$ cat src/rtl/stdp_weight_update.sv
// STDP weight update engine.
// Turns a spike timing difference and sign into a shift-decayed weight delta,
// then read-modify-writes a small synaptic weight file with saturation.
// A separate registered read port serves the neuron datapath.
module stdp_weight_update #(
  parameter int NUM_SYN         = 16,
  parameter int WEIGHT_W        = 8,
  parameter int W_INIT          = 128,
  parameter int A_PLUS          = 32,
  parameter int A_MINUS         = 32,
  parameter int DECAY_STEP_LOG2 = 1,
  localparam int ADDR_W         = (NUM_SYN > 1) ? $clog2(NUM_SYN) : 1
) (
  input  logic                clk,
  input  logic                rst,
  input  logic                upd_valid,
  output logic                upd_ready,
  input  logic [ADDR_W-1:0]   syn_addr,
  input  logic [3:0]          timing_diff,
  input  logic                signed_flag,
  input  logic                learn_en,
  output logic                done,
  output logic [WEIGHT_W-1:0] weight_out,
  output logic                sat_hit,
  output logic [15:0]         upd_count,
  input  logic [ADDR_W-1:0]   rd_addr,
  output logic [WEIGHT_W-1:0] rd_data
);

  localparam logic [1:0] S_IDLE  = 2'd0;
  localparam logic [1:0] S_READ  = 2'd1;
  localparam logic [1:0] S_CALC  = 2'd2;
  localparam logic [1:0] S_WRITE = 2'd3;

  localparam logic [WEIGHT_W-1:0] INIT_W    = W_INIT[WEIGHT_W-1:0];
  localparam logic [WEIGHT_W-1:0] W_MAX     = '1;
  localparam logic [WEIGHT_W:0]   AMP_P     = A_PLUS[WEIGHT_W:0];
  localparam logic [WEIGHT_W:0]   AMP_M     = A_MINUS[WEIGHT_W:0];
  localparam logic [ADDR_W:0]     SYN_LIMIT = NUM_SYN[ADDR_W:0];

  logic [1:0]          r_state;
  logic [ADDR_W-1:0]   r_addr;
  logic [3:0]          r_dt;
  logic                r_sign;
  logic                r_learn;
  logic [WEIGHT_W-1:0] r_cur;
  logic [WEIGHT_W-1:0] r_result;
  logic                r_clamp;
  logic                r_done;
  logic [WEIGHT_W-1:0] r_weightOut;
  logic                r_satHit;
  logic [15:0]         r_updCount;
  logic [WEIGHT_W-1:0] r_rdData;
  logic [WEIGHT_W-1:0] r_mem [NUM_SYN];

  logic                w_inRange;
  logic                w_rdInRange;
  logic [3:0]          w_shift;
  logic [WEIGHT_W:0]   w_amp;
  logic [WEIGHT_W:0]   w_mag;
  logic [WEIGHT_W+1:0] w_sum;
  logic [WEIGHT_W-1:0] w_diff;
  logic [WEIGHT_W-1:0] w_next;
  logic                w_clamp;
  logic                w_wrEn;

  assign w_inRange   = ({1'b0, r_addr} < SYN_LIMIT);
  assign w_rdInRange = ({1'b0, rd_addr} < SYN_LIMIT);
  assign w_wrEn      = (r_state == S_WRITE) && w_inRange;

  // Exponential decay approximated by halving the amplitude every 2^DECAY_STEP_LOG2 steps
  always_comb begin
    w_shift = r_dt >> DECAY_STEP_LOG2;
    w_amp   = r_sign ? AMP_M : AMP_P;
    w_mag   = r_learn ? (w_amp >> w_shift) : '0;
    w_sum   = {2'b00, r_cur} + {1'b0, w_mag};
    w_diff  = r_cur - w_mag[WEIGHT_W-1:0];
  end

  // Saturating add for potentiation, floor at zero for depression
  always_comb begin
    w_next  = r_cur;
    w_clamp = 1'b0;
    if (!w_inRange) begin
      w_next  = '0;
      w_clamp = 1'b0;
    end else if (!r_sign) begin
      if (w_sum > {2'b00, W_MAX}) begin
        w_next  = W_MAX;
        w_clamp = 1'b1;
      end else begin
        w_next = w_sum[WEIGHT_W-1:0];
      end
    end else begin
      if (w_mag > {1'b0, r_cur}) begin
        w_next  = '0;
        w_clamp = 1'b1;
      end else begin
        w_next = w_diff;
      end
    end
  end

  // Request capture and the IDLE/READ/CALC/WRITE sequence
  always_ff @(posedge clk) begin
    if (rst) begin
      r_state  <= S_IDLE;
      r_addr   <= '0;
      r_dt     <= '0;
      r_sign   <= 1'b0;
      r_learn  <= 1'b0;
      r_cur    <= '0;
      r_result <= '0;
      r_clamp  <= 1'b0;
    end else begin
      case (r_state)
        S_IDLE: begin
          if (upd_valid) begin
            r_addr  <= syn_addr;
            r_dt    <= timing_diff;
            r_sign  <= signed_flag;
            r_learn <= learn_en;
            r_state <= S_READ;
          end
        end
        S_READ: begin
          r_cur   <= w_inRange ? r_mem[r_addr] : '0;
          r_state <= S_CALC;
        end
        S_CALC: begin
          r_result <= w_next;
          r_clamp  <= w_clamp;
          r_state  <= S_WRITE;
        end
        default: begin
          r_state <= S_IDLE;
        end
      endcase
    end
  end

  // Weight file: every entry back to the initial weight on reset, written only in WRITE
  always_ff @(posedge clk) begin
    if (rst) begin
      for (int i = 0; i < NUM_SYN; i++) begin
        r_mem[i] <= INIT_W;
      end
    end else if (w_wrEn) begin
      r_mem[r_addr] <= r_result;
    end
  end

  // Completion pulse, reported weight, clamp flag and saturating update counter
  always_ff @(posedge clk) begin
    if (rst) begin
      r_done      <= 1'b0;
      r_weightOut <= '0;
      r_satHit    <= 1'b0;
      r_updCount  <= '0;
    end else begin
      r_done   <= (r_state == S_WRITE);
      r_satHit <= (r_state == S_WRITE) && r_clamp;
      if (r_state == S_WRITE) begin
        r_weightOut <= r_result;
        if (r_updCount != 16'hFFFF) begin
          r_updCount <= r_updCount + 16'd1;
        end
      end
    end
  end

  // Registered read port; a same-cycle write to the same entry is forwarded
  always_ff @(posedge clk) begin
    if (rst) begin
      r_rdData <= INIT_W;
    end else if (w_wrEn && (rd_addr == r_addr)) begin
      r_rdData <= r_result;
    end else if (w_rdInRange) begin
      r_rdData <= r_mem[rd_addr];
    end else begin
      r_rdData <= '0;
    end
  end

  assign upd_ready  = (r_state == S_IDLE);
  assign done       = r_done;
  assign weight_out = r_weightOut;
  assign sat_hit    = r_satHit;
  assign upd_count  = r_updCount;
  assign rd_data    = r_rdData;

endmodule

$ cat config.mk
export PLATFORM = sky130hd
export DESIGN_NAME = stdp_weight_update
export DESIGN_NICKNAME = d
export VERILOG_FILES = /design/src/rtl/stdp_weight_update.sv
export SDC_FILE = /design/constraint.sdc
export NUM_CORES = 1
export LEC_CHECK = 0
export CAP_MARGIN = 25
export CORE_MARGIN = 5
export CORE_UTILIZATION = 55
export DETAILED_ROUTE_END_ITERATION = 7
export GPL_TIMING_DRIVEN = 0
export PLACE_DENSITY_LB_ADDON = 0.25
export SYNTH_ARGS = -nofsm -noshare
export SYNTH_HDL_FRONTEND = slang
export SYNTH_SLANG_ARGS = --single-unit
$ cat constraint.sdc
create_clock -name clk -period 2.4 [get_ports clk]
set_clock_uncertainty 0.1 [all_clocks]
set_input_delay 0.6 -clock clk [delete_from_list [all_inputs] [get_ports clk]]
set_output_delay 0.6 -clock clk [all_outputs]
set_load 0.03 [all_outputs]
==> impl_metrics.ini, run 1 <==
[outcome]
status = finished with violations
violations = negative setup slack

[min_path]
hold_depth = 1
min_path_type = flop to flop
hp-start = r_clamp
whs_endpoint = sat_hit

[yosys]
synth_seq_area_share = 0.494
yosys.area.top_type = edfxtp_1
synthTopCellsByArea = edfxtp_1, dfxtp_1, mux4_1
synth_top_family_by_area = multiplexers
synth_edf_count = 128
netlist_area_um2 = 10300
postSynthCellCount = 780
ys_ff_latch = 190
synth_top_cell_area_share = 0.374
syn_avg_cell_area_um2 = 13.2
muxShareOfSynthArea = 0.207
synth_xor_area_frac = 0.0204
async_flop_share = 0
synth_simple_gate_area_frac = 0.159
synth.yosys.warnings = 0
synth_cell_types = 55
syn_nets = 824
synthAdderAreaFrac = 0.0343
synth-compound-area-share = 0.0510
ys.flop_type = edfxtp_1

[global_routing]
grt_max_degree = 18
grt-ovfl-total = 0
grt_first_pass_wirelength_mm = 42.8
grt_antenna_before_repair = 0
grt_pass1_vias = 7125
use_met3 = 0.0648
grtUsageMet1 = 0.346
track_usage = 0.268
met2_usage = 0.439
top_usage_layer = met2

[worst_setup_path]
worstPathArrival_ns = 2.73
critPathKind = flop to flop
critPathMaxFanout = 4
startpoint_type = flop
r2r-start = r_dt[1]
r2r-end = r_result[2]
cp-end-kind = flop
rr_worst_depth = 10
crit_path_cell_trace = nor2b_4, and3_4, ha_2, fa_2, nand2b_4, a221oi_4, o31ai_4, o31a_1, buf_6, a211oi_2
cp.buffers_inverters = 1
critPathMaxStageDelay_ns = 0.35
critPathTopFamily = compound AO/OA/AOI/OAI gates
required_ns = 2.66
rrSetupSlack_ns = -0.07
crit_path_top_delay_cell = dfxtp_2

[cells_and_area]
postLayoutCoreUtil = 0.663
final_cell_mix = edfxtp_1, and2_1, dfxtp_1, nor2_1, mux4_2
instances_no_fill = 1116
fillers = 1332
layout-drive-gt1-share = 0.234
layout_commonest_cell = edfxtp_1
syn2layout_area_growth_pct = 19.8
nets = 912

[power_and_ir_drop]
vdd.ir_drop.worst_mv = 0.551
p_sw_mw = 3.18
pwr_density_cell_nw_per_um2 = 790
p_int_mw = 6.55
sequentialPowerShare = 0.400
swShare = 0.327
p_leak_nw = 4.34
p_total_mw = 9.73
pwr-share-clk = 0.304
power_frac_comb = 0.297

[clocking]
numCtsBuffers = 17
cts-htree-levels = 4
clk_pin_slew_ns = 0.07
cts.sinks = 190
hold_buffers = 0
cts_tree = built
cts_root_buf = clkbuf_16
cts_buffer_depth = 2
clk_latency_ns = 0.45

[routing]
first_pass_iters = 5
first_iter_violations = 685
drc = 0
wire_per_inst_um = 25.3
drt_wl_total_mm = 28.2
vias_per_cell = 6.42
drtAntennaViolNets = 0
num_vias = 7160

[timing]
max_freq_ghz = 0.406
tns_ns = -0.321
whs_ns = 0.377
maxSlewViolCount = 0
timing.final.ws_setup_ns = -0.0660
setup_viol = 8
hold_violations = 0
finalCriticalPeriod_ns = 2.47
finalCritPeriodShare = 1.03
relSlewSlack = 0.466
worst_pin_slew_ns = 0.801
rsz0062_at_grt = yes

[die]
core_um2 = 18600
io_pins = 52
die_w_um = 147
die-area_um2 = 21500
die_y_um = 147
initial_core_util = 0.554
rows = 50

[placement]
port_buffers = 46
routabilityCongestion = 0.966
dp_cells = 1060
hpwl_mm = 20.2

[flow_run]
max_cap_viol_count = 0
Yosys cell counts, types with 2 or more instances:
master	instances
nand3_1	21
buf_6	6
nand2_1	21
xnor2_1	10
a21boi_0	2
buf_2	5
mux2i_1	19
clkbuf_1	31
nand2b_1	14
a2bb2oi_1	2
fa_1	2
o2111ai_1	2
or2_2	17
a31oi_1	4
a311oi_1	3
nand4_1	5
dfxtp_1	62
xor2_1	14
buf_8	2
inv_1	20
buf_1	7
nor2b_1	5
a211o_1	2
a21oi_1	20
ha_1	25
or3_1	12
mux4_2	43
a211oi_1	8
and2_1	114
o31ai_1	2
and3_1	4
nor2_1	63
o21ai_0	7
edfxtp_1	128
nor3_1	6
o21bai_1	2
nand3b_1	5
and4_1	3
a21o_1	3
a22oi_1	3
a22o_1	6
mux4_1	37
sequential cells by signal (all words and copies together) (netlist names):
| register | count |
|---|---|
| done | 1 |
| r_addr | 4 |
| r_clamp | 1 |
| r_cur | 8 |
| r_dt | 3 |
| r_learn | 1 |
| r_mem | 128 |
| r_result | 8 |
| r_sign | 1 |
| r_state | 2 |
| rd_data | 8 |
| sat_hit | 1 |
| upd_count | 16 |
| weight_out | 8 |
power by group through the flow:
stage                     registers [mW]  logic [mW]  clock network [mW]
after floorplan                     3.91        1.70                   0
after global placement              3.92        2.41                   0
after detailed placement            3.94        2.48                   0
after CTS                           3.87        2.78                2.95
after global routing                3.91        3.07                3.10
final                               3.89        2.89                2.95
metal layers:
layer  wire [um]  vias to the layer above
met3        2410                       86
li1            -                     3113
met4        1240                        2
met2       13900                      351
met1       10700                     3608
met5          33                        -
worst register-to-register path, stage by stage, from the launching register on:
cell and delay [ns]:
dfxtp_2 0.35, nor2b_4 0.14, and3_4 0.21, ha_2 0.19
fa_2 0.25, nand2b_4 0.08, a221oi_4 0.33, o31ai_4 0.10
o31a_1 0.30, buf_6 0.15, a211oi_2 0.18
per-stage QoR:
stage / setup WS, ns / area [um2]
CTS: -0.0680 / 12200
detailed placement: -0.954 / 11100
global placement: -0.937 / 11100
floorplan: 0.00307 / 10400
finish: -0.0660 / 12300
global route: -0.167 / 12300
timing repair:
item,4_1_cts,5_1_grt
pin swaps,20,14
setup endpoints to repair,270,140
gates cloned,0,0
setup buffers,18,8
gates resized for setup,90,24
cells by family after synthesis:
| logic type | after synthesis |
|---|---|
| multiplexers | 99 |
| flip-flops | 190 |
| adder cells (fa/ha/maj) | 27 |
| buffers and inverters | 72 |
| AND/OR/NAND/NOR | 294 |
| AO/OA/AOI/OAI | 74 |
| XOR/XNOR | 24 |
layout make-up:
type                            instances  area (um2)  area share
Inverter                               20        77.6     0.00630
Sequential cell                       190        5090       0.413
Clock inverter                         15         185      0.0150
Antenna cell                            1        2.50    0.000203
Clock buffer                           17         425      0.0345
Tap cell                              234         293      0.0238
Timing Repair Buffer                   72         694      0.0564
Multi-Input combinational cell        518        5260       0.427
Buffer                                 49         290      0.0236
worst max path at each step:
| stage | startpoint | to | slack, ns | depth (start not counted) |
|---|---|---|---|---|
| 2_1_floorplan | r_dt[1] | r_result[5] | 0.003 | 10 |
| 3_3_place_gp | rst | r_mem[1][1] | -0.94 | 5 |
| 3_5_place_dp | rst | r_mem[2][2] | -0.95 | 5 |
| 4_1_cts | r_learn | r_result[2] | -0.07 | 11 |
| 5_1_grt | r_learn | r_result[2] | -0.17 | 10 |
| 6_report | r_dt[1] | r_result[2] | -0.07 | 10 |
No activity file was read; power rests on OpenSTA's default activity.
==> inputs of run 2 (changes only) <==
CORE_UTILIZATION = 61   (was 55)
clock period = 2.6 ns   (was 2.4 ns; I/O delays follow)
==> run 2 against run 1 <==
Critical path depth stayed put; combinational power is 9.7% lower; highest routed layer unchanged; design area is 1.6% lower; die area is 9.2% lower; hold slack better by 0.015 ns; the flow still finishes with violations (negative setup slack); largest cell class unchanged.
==> impl_metrics.ini, run 2 (synthesis gave the netlist of run 1 again) <==
[outcome]
status = finished with violations
violations = negative setup slack

[die]
initial_core_util = 0.620
rows = 47
die_w_um = 140
io_pins = 52
die_y_um = 140
core_um2 = 16600
die-area_um2 = 19600

[worst_setup_path]
cp-end-kind = flop
worstPathArrival_ns = 2.95
critPathKind = flop to flop
critPathMaxFanout = 5
required_ns = 2.87
startpoint_type = flop

[min_path]
min_path_type = flop to flop

[cells_and_area]
final_cell_mix = edfxtp_1, and2_1, dfxtp_1, nor2_1, clkdlybuf4s50_1
largest_reg_flops = 128
regMostFlops = r_mem
final_area_um2 = 12100
nets = 909
layout-drive-gt1-share = 0.215
instances_no_fill = 1099
syn2layout_area_growth_pct = 17.9
layout_commonest_cell = edfxtp_1

[timing]
setup_viol = 5
timing.final.ws_setup_ns = -0.0779
rsz0062_at_grt = yes
maxSlewViolCount = 0
relSlewSlack = 0.367
whs_ns = 0.391
tns_ns = -0.281
finalCritPeriodShare = 1.03
finalCriticalPeriod_ns = 2.68
hold_violations = 0
max_freq_ghz = 0.373
worst_pin_slew_ns = 0.950

[global_routing]
grt_pass1_vias = 7213
grt-ovfl-total = 0
use_met3 = 0.0686
track_usage = 0.296
top_usage_layer = met2
grt_first_pass_wirelength_mm = 43.3
grt_antenna_before_repair = 1
grtUsageMet1 = 0.398
grt_max_degree = 17
met2_usage = 0.470

[clocking]
numCtsBuffers = 17
cts-htree-levels = 4
hold_buffers = 0
cts.sinks = 190
cts_buffer_depth = 2
cts_tree = built
clk_pin_slew_ns = 0.07
clk_latency_ns = 0.44
cts_root_buf = clkbuf_16

[routing]
drt_wl_total_mm = 28.6
wire_per_inst_um = 26.1
num_vias = 7260
drtAntennaViolNets = 0
vias_per_cell = 6.61
drc = 0
first_iter_violations = 808
first_pass_iters = 5

[placement]
port_buffers = 46
routabilityCongestion = 1.03
dp_cells = 1046
placed_area_um2 = 11000
hpwl_mm = 20.2

[flow_run]
max_cap_viol_count = 0

[power_and_ir_drop]
vdd.ir_drop.worst_mv = 0.486
p_total_mw = 8.78
p_leak_nw = 4.33
pwr_density_cell_nw_per_um2 = 724
==> run 2: routing by layer <==
metal,vias to the layer above,routed length [um]
met3,84,2610
li1,3107,-
met2,407,13900
met5,-,13
met4,2,1230
met1,3660,10900
==> run 2: final cells by class <==
class,instances,area (um2)
Multi-Input combinational cell,518,5180
Sequential cell,190,5090
Fill cell,1106,4460
Timing Repair Buffer,68,636
Clock buffer,21,482
Buffer,50,282
Tap cell,220,275
Clock inverter,11,104
Inverter,20,77.6
Antenna cell,1,2.50
==> run 2: worst paths after layout <==
path              slack (ns)     endpoint     from  cells after the start
setup / recovery       -0.08  r_result[5]  r_learn                     10
hold / removal          0.39      r_learn  r_learn                      2
setup reg to reg       -0.08  r_result[5]  r_learn                     10
hold reg to reg         0.39      r_learn  r_learn                      2
==> run 2: report_power, final <==
group	internal, mW	leakage, nW	switching [mW]
logic	1.06	2.27	1.55
registers	3.42	1.77	0.170
clock network	1.44	0.290	1.15
total	5.91	4.33	2.87
==> run 2: worst max-delay path: stages, from the launching register on <==
cell and delay (ns):
dfxtp_2 0.35, nor2b_4 0.17, nand3_1 0.18, inv_2 0.15
ha_1 0.29, nand2b_4 0.19, a221oi_4 0.33, o31ai_4 0.13
o31a_1 0.38, a21boi_2 0.19, a21oi_2 0.15
==> run 2: repair_timing <==
action	4_1_cts	5_1_grt
setup endpoints to repair	165	72
setup buffers	11	11
gates resized for setup	52	35
pin swaps	9	16
==> run 2: through the flow <==
stage,setup WS [ns],util
after CTS,-0.0202,0.718
after global placement,-0.692,0.665
after global routing,-0.154,0.731
after detailed placement,-0.927,0.665
final,-0.0779,0.731
after floorplan,0.0397,-
